### src/rtl/present_cipher_core.sv
// PRESENT-80/128 encrypt/decrypt engine: one round per clock; the expanded decryption key is cached.
// Latency: NUM_ROUNDS cycles (encrypt, or cached decrypt), 2*NUM_ROUNDS (decrypt miss). One job in flight; the result is held until out_ready.
module present_cipher_core #(
    parameter int KEY_WIDTH  = 80,
    parameter int NUM_ROUNDS = 31
) (
    input  logic                 clk,
    input  logic                 reset,
    input  logic                 in_valid,
    output logic                 in_ready,
    input  logic                 in_decrypt,
    input  logic [63:0]          in_data,
    input  logic [KEY_WIDTH-1:0] in_key,
    output logic                 out_valid,
    input  logic                 out_ready,
    output logic [63:0]          out_data,
    output logic                 busy,
    output logic                 cache_hit
);
    localparam int KW = KEY_WIDTH;
    localparam int RC_LO = (KW == 128) ? 62 : 15;
    localparam logic [4:0] LAST = 5'(NUM_ROUNDS);
    localparam logic [63:0] SBOX_TBL = 64'hC56B90AD3EF84712;
    localparam logic [63:0] SBOX_INV_TBL = 64'h5EF8C12DB463079A;

    if (KEY_WIDTH != 80 && KEY_WIDTH != 128) begin : g_bad_key_width
        $error("present_cipher_core: KEY_WIDTH must be 80 or 128");
    end
    if (NUM_ROUNDS < 1 || NUM_ROUNDS > 31) begin : g_bad_num_rounds
        $error("present_cipher_core: NUM_ROUNDS must be in 1..31");
    end

    typedef enum logic [1:0] {IDLE, KEYEXP, RUN, DONE} state_t;

    // Table nibble 15 holds S(0), so index with the inverted input.
    function automatic logic [3:0] sbox(input logic [3:0] x);
        return SBOX_TBL[{~x, 2'b00} +: 4];
    endfunction

    function automatic logic [3:0] sbox_inv(input logic [3:0] x);
        return SBOX_INV_TBL[{~x, 2'b00} +: 4];
    endfunction

    function automatic logic [63:0] s_layer(input logic [63:0] x);
        logic [63:0] y;
        for (int n = 0; n < 16; n++) y[4*n +: 4] = sbox(x[4*n +: 4]);
        return y;
    endfunction

    function automatic logic [63:0] s_layer_inv(input logic [63:0] x);
        logic [63:0] y;
        for (int n = 0; n < 16; n++) y[4*n +: 4] = sbox_inv(x[4*n +: 4]);
        return y;
    endfunction

    function automatic logic [63:0] p_layer(input logic [63:0] x);
        logic [63:0] y;
        y = '0;
        y[63] = x[63];
        for (int j = 0; j < 63; j++) y[(16*j) % 63] = x[j];
        return y;
    endfunction

    function automatic logic [63:0] p_layer_inv(input logic [63:0] x);
        logic [63:0] y;
        y = '0;
        y[63] = x[63];
        for (int j = 0; j < 63; j++) y[j] = x[(16*j) % 63];
        return y;
    endfunction

    function automatic logic [KW-1:0] key_fwd(input logic [KW-1:0] k, input logic [4:0] i);
        logic [KW-1:0] r;
        r = {k[KW-62:0], k[KW-1:KW-61]};
        r[KW-1 -: 4] = sbox(r[KW-1 -: 4]);
        if (KW == 128) r[KW-5 -: 4] = sbox(r[KW-5 -: 4]);
        r[RC_LO +: 5] = r[RC_LO +: 5] ^ i;
        return r;
    endfunction

    function automatic logic [KW-1:0] key_inv(input logic [KW-1:0] k, input logic [4:0] i);
        logic [KW-1:0] r;
        r = k;
        r[RC_LO +: 5] = r[RC_LO +: 5] ^ i;
        r[KW-1 -: 4] = sbox_inv(r[KW-1 -: 4]);
        if (KW == 128) r[KW-5 -: 4] = sbox_inv(r[KW-5 -: 4]);
        return {r[60:0], r[KW-1:61]};
    endfunction

    state_t        state_q, state_d;
    logic [4:0]    cnt_q, cnt_d;
    logic [KW-1:0] key_q, key_d;
    logic [63:0]   s_q, s_d;
    logic          dec_q, dec_d;
    logic [63:0]   out_data_q, out_data_d;
    logic          cache_valid_q, cache_valid_d;
    logic [KW-1:0] cached_key_q, cached_key_d;
    logic [KW-1:0] last_key_q, last_key_d;
    logic          cache_hit_q, cache_hit_d;

    logic [KW-1:0] key_f, key_i;
    logic [63:0]   rk, s_enc, s_dec;
    logic          hit;

    always_ff @(posedge clk or posedge reset) begin
        if (reset) begin
            state_q       <= IDLE;
            cnt_q         <= '0;
            key_q         <= '0;
            s_q           <= '0;
            dec_q         <= 1'b0;
            out_data_q    <= '0;
            cache_valid_q <= 1'b0;
            cached_key_q  <= '0;
            last_key_q    <= '0;
            cache_hit_q   <= 1'b0;
        end else begin
            state_q       <= state_d;
            cnt_q         <= cnt_d;
            key_q         <= key_d;
            s_q           <= s_d;
            dec_q         <= dec_d;
            out_data_q    <= out_data_d;
            cache_valid_q <= cache_valid_d;
            cached_key_q  <= cached_key_d;
            last_key_q    <= last_key_d;
            cache_hit_q   <= cache_hit_d;
        end
    end

    always_comb begin
        state_d       = state_q;
        cnt_d         = cnt_q;
        key_d         = key_q;
        s_d           = s_q;
        dec_d         = dec_q;
        out_data_d    = out_data_q;
        cache_valid_d = cache_valid_q;
        cached_key_d  = cached_key_q;
        last_key_d    = last_key_q;
        cache_hit_d   = 1'b0;

        key_f = key_fwd(key_q, cnt_q);
        key_i = key_inv(key_q, cnt_q);
        rk    = key_q[KW-1 -: 64];
        s_enc = p_layer(s_layer(s_q ^ rk));
        s_dec = s_layer_inv(p_layer_inv(s_q ^ rk));
        hit   = cache_valid_q && (cached_key_q == in_key);

        case (state_q)
            IDLE: begin
                if (in_valid) begin
                    s_d   = in_data;
                    dec_d = in_decrypt;
                    if (!in_decrypt) begin
                        state_d = RUN;
                        key_d   = in_key;
                        cnt_d   = 5'd1;
                    end else if (hit) begin
                        state_d     = RUN;
                        key_d       = last_key_q;
                        cnt_d       = LAST;
                        cache_hit_d = 1'b1;
                    end else begin
                        // The cache is rewritten up front and only marked valid once expansion completes.
                        state_d       = KEYEXP;
                        key_d         = in_key;
                        cnt_d         = 5'd1;
                        cache_valid_d = 1'b0;
                        cached_key_d  = in_key;
                    end
                end
            end
            KEYEXP: begin
                key_d = key_f;
                if (cnt_q == LAST) begin
                    state_d       = RUN;
                    cnt_d         = LAST;
                    last_key_d    = key_f;
                    cache_valid_d = 1'b1;
                end else begin
                    cnt_d = cnt_q + 5'd1;
                end
            end
            RUN: begin
                if (!dec_q) begin
                    s_d   = s_enc;
                    key_d = key_f;
                    if (cnt_q == LAST) begin
                        state_d    = DONE;
                        out_data_d = s_enc ^ key_f[KW-1 -: 64];
                    end else begin
                        cnt_d = cnt_q + 5'd1;
                    end
                end else begin
                    // Decrypt walks the schedule backwards: cnt is the step being undone.
                    s_d   = s_dec;
                    key_d = key_i;
                    if (cnt_q == 5'd1) begin
                        state_d    = DONE;
                        out_data_d = s_dec ^ key_i[KW-1 -: 64];
                    end else begin
                        cnt_d = cnt_q - 5'd1;
                    end
                end
            end
            DONE: begin
                if (out_ready) begin
                    state_d = IDLE;
                    cnt_d   = '0;
                end
            end
            default: state_d = IDLE;
        endcase
    end

    assign in_ready  = (state_q == IDLE);
    assign out_valid = (state_q == DONE);
    assign busy      = (state_q != IDLE);
    assign out_data  = out_data_q;
    assign cache_hit = cache_hit_q;

endmodule
### config.mk
export PLATFORM = sky130hd
export DESIGN_NAME = present_cipher_core
export DESIGN_NICKNAME = d
export VERILOG_FILES = /design/src/rtl/present_cipher_core.sv
export SDC_FILE = /design/constraint.sdc
export NUM_CORES = 1
export LEC_CHECK = 0
export CELL_PAD_IN_SITES_DETAIL_PLACEMENT = 0
export CELL_PAD_IN_SITES_GLOBAL_PLACEMENT = 1
export CORE_ASPECT_RATIO = 0.5
export CORE_MARGIN = 3
export CORE_UTILIZATION = 51
export CTS_BUF_LIST = sky130_fd_sc_hd__clkbuf_4 sky130_fd_sc_hd__clkbuf_8
export DETAILED_ROUTE_END_ITERATION = 7
export PLACE_DENSITY_LB_ADDON = 0.08
export SYNTH_ARGS = -nofsm -noshare
export SYNTH_HDL_FRONTEND = slang
export SYNTH_SLANG_ARGS = --single-unit
export TNS_END_PERCENT = 5
### constraint.sdc
create_clock -name clk -period 30.7 [get_ports clk]
set_clock_uncertainty 0.1 [all_clocks]
set_input_delay 3.07 -clock clk [delete_from_list [all_inputs] [get_ports clk]]
set_output_delay 3.07 -clock clk [all_outputs]
set_load 0.005 [all_outputs]
Word level (Yosys, flattened, before mapping)
Index checks and enable logic that the tools add are counted.
{ "classes": {"addsub": 2, "n_eq_ne": 16, "shift": 34, "muxes": 38, "n_bitwise": 40, "n_reduce_logical": 16} }
{ "op_table": {"columns": ["op", "n"], "rows": [
  ["$shiftx A64 B7 Y4 const A", 34],
  ["$mux W64", 5],
  ["$mux W80", 4],
  ["$pmux W80 S3", 1],
  ["$xor A64 B64 Y64", 3],
  ["$not A4 Y4", 34],
  ["$pmux W64 S2", 1],
  ["$eq A80 B80 Y1", 1],
  ["$mux W5", 8],
  ["$pmux W5 S4", 1],
  ["$mux W2", 8],
  ["$ne A3 B3 Y1 const B", 4],
  ["$reduce_and A5 Y1", 2],
  ["$xor A5 B5 Y5", 2],
  ["$mux W1", 8],
  ["$pmux W2 S4", 1],
  ["$reduce_and A2 Y1", 4],
  ["$reduce_and A4 Y1", 2],
  ["$reduce_bool A2 Y1", 4],
  ["$ne A2 B1 Y1 const B", 3],
  ["$ne A2 B2 Y1 const B", 3],
  ["$add A5 B1 Y5 const B", 1],
  ["$eq A5 B1 Y1 const B", 1],
  ["$eq A5 B5 Y1 const B", 1],
  ["9 further kinds", 10]
]} }
{ "totals": {"reg_bits": 378, "output_inout_bits": 68, "wordCells": 156} }

Depth between registers and ports, before layout
Gate-level depths: netlist of run 1.
{ "logic_depth": {"ltp_word": 6, "ltp_mapped": 13, "mapped_depth_nobuf": 11} }

Least setup slack after synthesis of run 1
OpenSTA, ideal clock, no wires.
{ "synth_timing": {"kind": "input port to flip-flop", "startpoint": "input port in_key[28]", "endpoint": "register cached_key_q[70]", "setup_time_ps": 125, "arrival_time_ps": 5099, "setup_slack_ps": 25376, "cell_stages": 8, "path_buffers": 1, "path_cell_list": "nor2b_1 > a2111o_1 > a2111oi_0 > nand4_1 > or3_1 > nand4_4 > buf_6 > mux2_2"} }
{ "synth_via": {"elab_chain_len": 4} }
{ "synth_rtl": {"columns": ["item", "line", "rtl"], "rows": [
  ["from (decl)", "13", "input logic [KEY_WIDTH-1:0] in_key,"],
  ["$eq A80 B80 Y1", "148", "hit = cache_valid_q && (cached_key_q == in_key);"],
  ["$logic_and A1 B1 Y1", "148", null],
  ["$not A1 Y1 (no source line)", null, null],
  ["$reduce_and A4 Y1 (no source line)", null, null],
  ["to (signal assigned)", "125", "cached_key_q <= cached_key_d;"],
  ["to (decl)", "97", "logic [KW-1:0] cached_key_q, cached_key_d;"]
]} }
No other way between the ends.
A chain may end at the register's enable or synchronous reset.

Final worst setup path of run 1
{ "layout_timing": {"startpoint": "input port in_key[28]", "endpoint": "register cnt_q[3]"} }
{ "layout_via": {"elab_chain_len": 6} }
{ "layout_rtl": {"columns": ["item", "line", "rtl"], "rows": [
  ["$eq A80 B80 Y1", "148", null],
  ["$logic_and A1 B1 Y1", "148", null],
  ["$mux W5", "159", "end else if (hit) begin"],
  ["$mux W5", "155", "if (!in_decrypt) begin"],
  ["$mux W5", "152", "if (in_valid) begin"],
  ["$pmux W5 S4", "150", "case (state_q)"],
  ["to (signal assigned)", "119", "cnt_q <= cnt_d;"],
  ["to (decl)", "91", "logic [4:0] cnt_q, cnt_d;"]
]} }
No other way between the ends. The select of a mux whose other input is x is not followed.

==> results of run 1 <==
[worst max path at each step]
stage | to | cells after the start
5_1_grt | cnt_q[3] | 10
2_1_floorplan | cache_hit | 1
3_5_place_dp | cnt_q[3] | 10
4_1_cts | cnt_q[3] | 10
6_report | cnt_q[3] | 10
3_3_place_gp | key_q[77] | 10
[through the flow]
step | worst slack [ns] | hold WS, ns | instance area (um^2) | instances | util (%)
finish | 24.01 | 0.3751 | 30990 | 3795 | 60.50
floorplan | 17.03 | 0.3496 | 27010 | 2941 | -
detailed placement | 23.43 | 0.3656 | 29620 | 3689 | 57.81
global route | 23.81 | 0.4005 | 30990 | 3795 | 60.50
global placement | 23.43 | 0.3613 | 29620 | 3689 | 57.81
CTS | 24.15 | 0.3815 | 30990 | 3795 | 60.50
[worst register-to-register path: stages, from the launching register on]
cell     delay, ns
dfrtp_1       0.40
xnor2_1       0.36
nand4_1       0.24
nor4_1        0.39
nand4_1       0.22
nor4_2        0.28
buf_4         0.59
buf_4         0.89
nor2_1        0.26
o31ai_1       0.29
[area by class of cell]
class                           instances  area [um^2]
Clock buffer                           96         1227
Clock inverter                         10        147.6
Multi-Input combinational cell       2223        16220
Tap cell                              690        863.3
Timing Repair Buffer                  274         2597
Sequential cell                       378         9463
Inverter                              124        474.2
Fill cell                            4570        20240
[cells by family after synthesis]
family | Yosys count | synth area share (%)
flip-flops | 378 | 35.03
AND/OR/NAND/NOR | 627 | 9.794
XOR/XNOR | 294 | 9.688
AO/OA/AOI/OAI | 754 | 16.39
multiplexers | 400 | 17.12
buffers and inverters | 340 | 5.129
adder cells (fa/ha/maj) | 148 | 6.857
[layout by cell type (no fill, tap or decap), types with 4 or more instances in the layout]
cell type        netlist  final
nand2_1              381    379
dfrtp_1              378    377
a21oi_1              267    267
o21ai_0              228    227
clkdlybuf4s50_1        0    216
mux2i_1              184    184
xnor2_1              172    172
mux2_2               171    171
ha_1                 148    145
nor2_1               122    121
xor2_1               119    119
inv_1                119    118
a31oi_1               86     86
clkbuf_8               0     81
buf_4                  8     58
o211ai_1              49     49
mux4_2                31     31
nor3_1                28     28
a211oi_1              27     27
nor2b_1               26     26
a21o_1                18     17
clkbuf_4               0     15
mux2_1                14     14
nand4_1               13     13
nand2b_1              14     12
o22ai_1               12     12
nand3_1               12     12
nand3b_1              12     12
o221ai_1               9      9
o311a_1                8      8
nor4_1                 8      7
a2111o_1               7      7
a221o_1                7      7
a221oi_1               7      7
clkinv_2               0      6
o311ai_0               6      6
o31ai_1                5      5
a211o_1                5      5
clkinv_1               4      4
[routing by layer]
| metal | share of wire, % | routed length [um] | GRT usage, % |
|---|---|---|---|
| met1 | 43 | 43790 | 50.48 |
| met2 | 40 | 40640 | 49.29 |
| met3 | 14 | 14390 | 15.29 |
| met4 | 2.7 | 2736 | 9.378 |
| met5 | 0.037 | 38 | 0 |
[registers in the layout (all words and copies together), names as in the netlist]
signal,count
state_q,2
s_q,64
cnt_q,5
out_data,64
dec_q,1
cached_key_q,80
last_key_q,80
cache_hit,1
cache_valid_q,1
key_q,80
==> flow_summary.ini, run 1 <==
[run_status]
status = finished clean

[worst_hold_path]
hp-start = out_data[60]
hold_path_depth = 2
hold_class = reg2reg
worstHoldEndpoint = out_data[60]

[clock_network]
cts_made_buffers = 58
clock_path_buffers = 3
path_clk_slew_ns = 0.07
cts_sinks = 378
root_buffer = clkbuf_8
cts-resized-gates = 0
cts_setup_buffers = 0
htree_levels = 2
clock_latency_ns = 0.70
cts_tree = yes
holdBufCountCts = 0

[synthesis]
synth-seq-cells = 378
synthDistinctLibCells = 57
avgSynthCellArea_um2 = 9.183
synth_cells = 2941
synth_top_area_share_pct = 35.03
syn-cell-area_um2 = 27010
yosys.area.top_type = dfrtp_1
synthesis.nets = 3238
synth_most_common_cell = nand2_1
async_flop_share_pct = 100.0
synth_top_cells_by_count = nand2_1 (381), dfrtp_1 (378), a21oi_1 (267), o21ai_0 (228), mux2i_1 (184)
synth_edf_count = 0
synth_ff_type = dfrtp_1
yosysWarnings = 0
synth_seq_area_share_pct = 35.03
ys_top_cells_by_area = dfrtp_1 (35%), mux2_2 (7.1%), ha_1 (6.9%)

[sta]
min_period_ns = 6.689
finalSetupViolCount = 0
tightest_slew_ns = 1.243
hold_viol = 0
max_freq_ghz = 0.1495
grt_setup_unrepaired = false
tns_ns = 0
fin_crit_sh_pct = 21.79
report.final.slew_viol_count = 0
max_slew_margin_pct = 16.55

[placed_design]
finalWeightedCongestion = 0.9763
hpwl_um = 74940
portBuffers = 216

[die]
die_h_um = 168.7
die-area_um2 = 55920
floorplan.rows = 58
chipWidth_um = 331.4
coreArea_um2 = 51230
io_pins = 217
start_util_pct = 52.71

[cells_and_area]
drive_gt1_share_pct = 12.46
antenna_cells = 0
area_growth_syn_to_layout_pct = 14.77
nets = 3356

[global_route]
grt_usage_pct = 35.55
antenna_found_initial = 5
grt_pass1_vias = 21920
grt_max_degree = 110
overflow = 0
grt_first_pass_wirelength_um = 147300

[route]
vias = 23340
final_antenna_net_count = 0
first_iter_violations = 2631
drcViolationCount = 0
wire_per_inst_um = 26.77
via_per_inst = 6.150
routed_wl_um = 101600
firstDrtPassIters = 7

[worst_setup_path]
cp_max_fo = 46
setup.worst_path.start = in_key[28]
path_delay_family = buffers and inverters
crit_chain = clkdlybuf4s50_1, nor2b_1, a2111o_1, a2111oi_0, nand4_1, nor4_2, buf_4, buf_4, nor2_1, o31ai_1
cpPeakStageDelay_ns = 0.82
crit_buf_inv = 3
crit_arrival_ns = 7.17
reg2regPathDepth = 9
crit_slowest_cell = buf_4
cpMostUsedCell = buf_4
critPathCaptureType = flip-flop
cp.required_ns = 31.18
worstReg2RegStart = cached_key_q[58]
worstSetupPathType = in2reg
rr_endpoint = cnt_q[3]
worstSetupStartpointType = input pin
reg2reg_slack_ns = 26.59

[flow_run]
max-cap-violations = 0
Power of run 1 is not shown: default switching activity piles up to over one toggle a cycle in this logic, so the estimate is an artifact.
==> run 2: changes to the inputs <==
--- a/config.mk
+++ b/config.mk
@@ -9,7 +9,7 @@
 export CELL_PAD_IN_SITES_GLOBAL_PLACEMENT = 1
 export CORE_ASPECT_RATIO = 0.5
 export CORE_MARGIN = 3
-export CORE_UTILIZATION = 51
+export CORE_UTILIZATION = 43
 export CTS_BUF_LIST = sky130_fd_sc_hd__clkbuf_4 sky130_fd_sc_hd__clkbuf_8
 export DETAILED_ROUTE_END_ITERATION = 7
 export PLACE_DENSITY_LB_ADDON = 0.08
==> constraint.sdc (replaced) <==
create_clock -name clk -period 5.6 [get_ports clk]
set_clock_uncertainty 0.1 [all_clocks]
set_input_delay 0.56 -clock clk [delete_from_list [all_inputs] [get_ports clk]]
set_output_delay 0.56 -clock clk [all_outputs]
set_load 0.005 [all_outputs]
==> run 2 against run 1 <==
Sequential share of layout area is 0.28 points lower. Register-to-register slack worse by 25 ns. Clock-buffer cell count is 3 lower. Die area is 18% higher. Routed wire length is 6.7% higher. Non-clock buffer count is 13 higher. Design area is 0.93% higher. Utilization is 9.7 points lower. Highest routed layer is now met4.
==> flow_summary.ini, run 2 (same netlist as run 1, synthesis figures left out) <==
[die]
io_pins = 217
die_h_um = 183.2
floorplan.rows = 64
die-area_um2 = 66030
coreArea_um2 = 61580
start_util_pct = 43.86
chipWidth_um = 360.4

[sta]
finalSetupViolCount = 0
hold_viol = 0
report.final.slew_viol_count = 0
max_slew_margin_pct = 26.12
fin_crit_sh_pct = 67.86
tns_ns = 0
max_freq_ghz = 0.2632
min_period_ns = 3.800
tightest_slew_ns = 1.104
grt_setup_unrepaired = false

[clock_network]
cts-resized-gates = 0
clock_latency_ns = 0.70
htree_levels = 2
clock_path_buffers = 3
cts_sinks = 378
cts_tree = yes
cts_setup_buffers = 0
holdBufCountCts = 0
root_buffer = clkbuf_8
cts_made_buffers = 59
path_clk_slew_ns = 0.09

[route]
vias = 23530
drcViolationCount = 0
routed_wl_um = 108400
first_iter_violations = 3218
wire_per_inst_um = 27.51
final_antenna_net_count = 0
via_per_inst = 5.972
firstDrtPassIters = 7

[worst_setup_path]
critPathCaptureType = flip-flop
crit_arrival_ns = 4.26
reg2regPathDepth = 9
worstSetupPathType = in2reg
reg2reg_slack_ns = 1.90
cp.required_ns = 6.06
worstReg2RegStart = key_q[36]
worstSetupStartpointType = input pin
rr_endpoint = out_data[18]
cp_max_fo = 59

[cells_and_area]
seqCellArea_um2 = 9463
antenna_cells = 0
finalNonFillerCells = 3941
top_regs = cached_key_q (80), key_q (80), last_key_q (80)
final_common_cell = nand2_1
drive_gt1_share_pct = 12.77
final_cell_mix = nand2_1 (379), dfrtp_1 (377), a21oi_1 (267)
n_fill_cell = 5850
multi_input_area_um2 = 16220
nets = 3370
area_growth_syn_to_layout_pct = 15.84

[flow_run]
max-cap-violations = 0

[global_route]
grt_usage_pct = 32.29
grt_pass1_vias = 21700
grt_max_degree = 135
overflow = 0
antenna_found_initial = 8
grt_first_pass_wirelength_um = 156000

[worst_hold_path]
hold_class = in2async

[run_status]
status = finished clean

[placed_design]
portBuffers = 216
hpwl_um = 80710
finalWeightedCongestion = 0.9458
dp.cells = 3837
run 2: routing by layer:
metal / GRT usage [%] / share of wire [%] / vias up
li1: - / - / 10530
met3: 7.436 / 10 / 121
met5: 0 / 0 / -
met4: 6.347 / 1.8 / 0
met1: 50.73 / 48 / 11750
met2: 44.63 / 40 / 1130
run 2: area by class of cell:
cell class | count | area share, %
multi-input cells | 2223 | 51.86
flip-flops and latches | 378 | 30.25
repair buffers | 287 | 8.815
clock buffers | 93 | 3.792
well taps | 825 | 3.300
inverters | 124 | 1.504
clock inverters | 11 | 0.4840
run 2: worst max-delay path, cell delays in order:
cell	delay, ns
clkdlybuf4s50_1	0.68
inv_1	0.10
a2111o_1	0.40
a2111oi_0	0.54
nand4_1	0.33
or3_1	0.47
nand4_4	0.38
buf_12	0.37
mux2_2	0.38
run 2: worst max-delay path by stage:
| stage | start | end | slack [ns] | cells past startpoint |
|---|---|---|---|---|
| 6_report | in_key[79] | cached_key_q[34] | 1.80 | 9 |
| 5_1_grt | cnt_q[0] | out_data[43] | 1.59 | 12 |
| 4_1_cts | in_key[79] | cached_key_q[34] | 1.85 | 9 |
| 3_5_place_dp | in_key[79] | cached_key_q[27] | 1.11 | 9 |
| 3_3_place_gp | in_key[79] | cached_key_q[34] | 1.15 | 9 |
| 2_1_floorplan | reset | cache_hit | -0.14 | 1 |
run 2: metrics by stage:
stage	hold WS, ns	utilization [%]	setup slack [ns]	area [um^2]
floorplan	0.3496	-	-0.1380	27010
global placement	0.3618	48.63	1.150	29950
detailed placement	0.3704	48.63	1.112	29950
CTS	0.2453	50.80	1.847	31280
global route	0.2940	50.80	1.587	31280
finish	0.2721	50.80	1.800	31280
Power of run 2 is left out for the same reason.
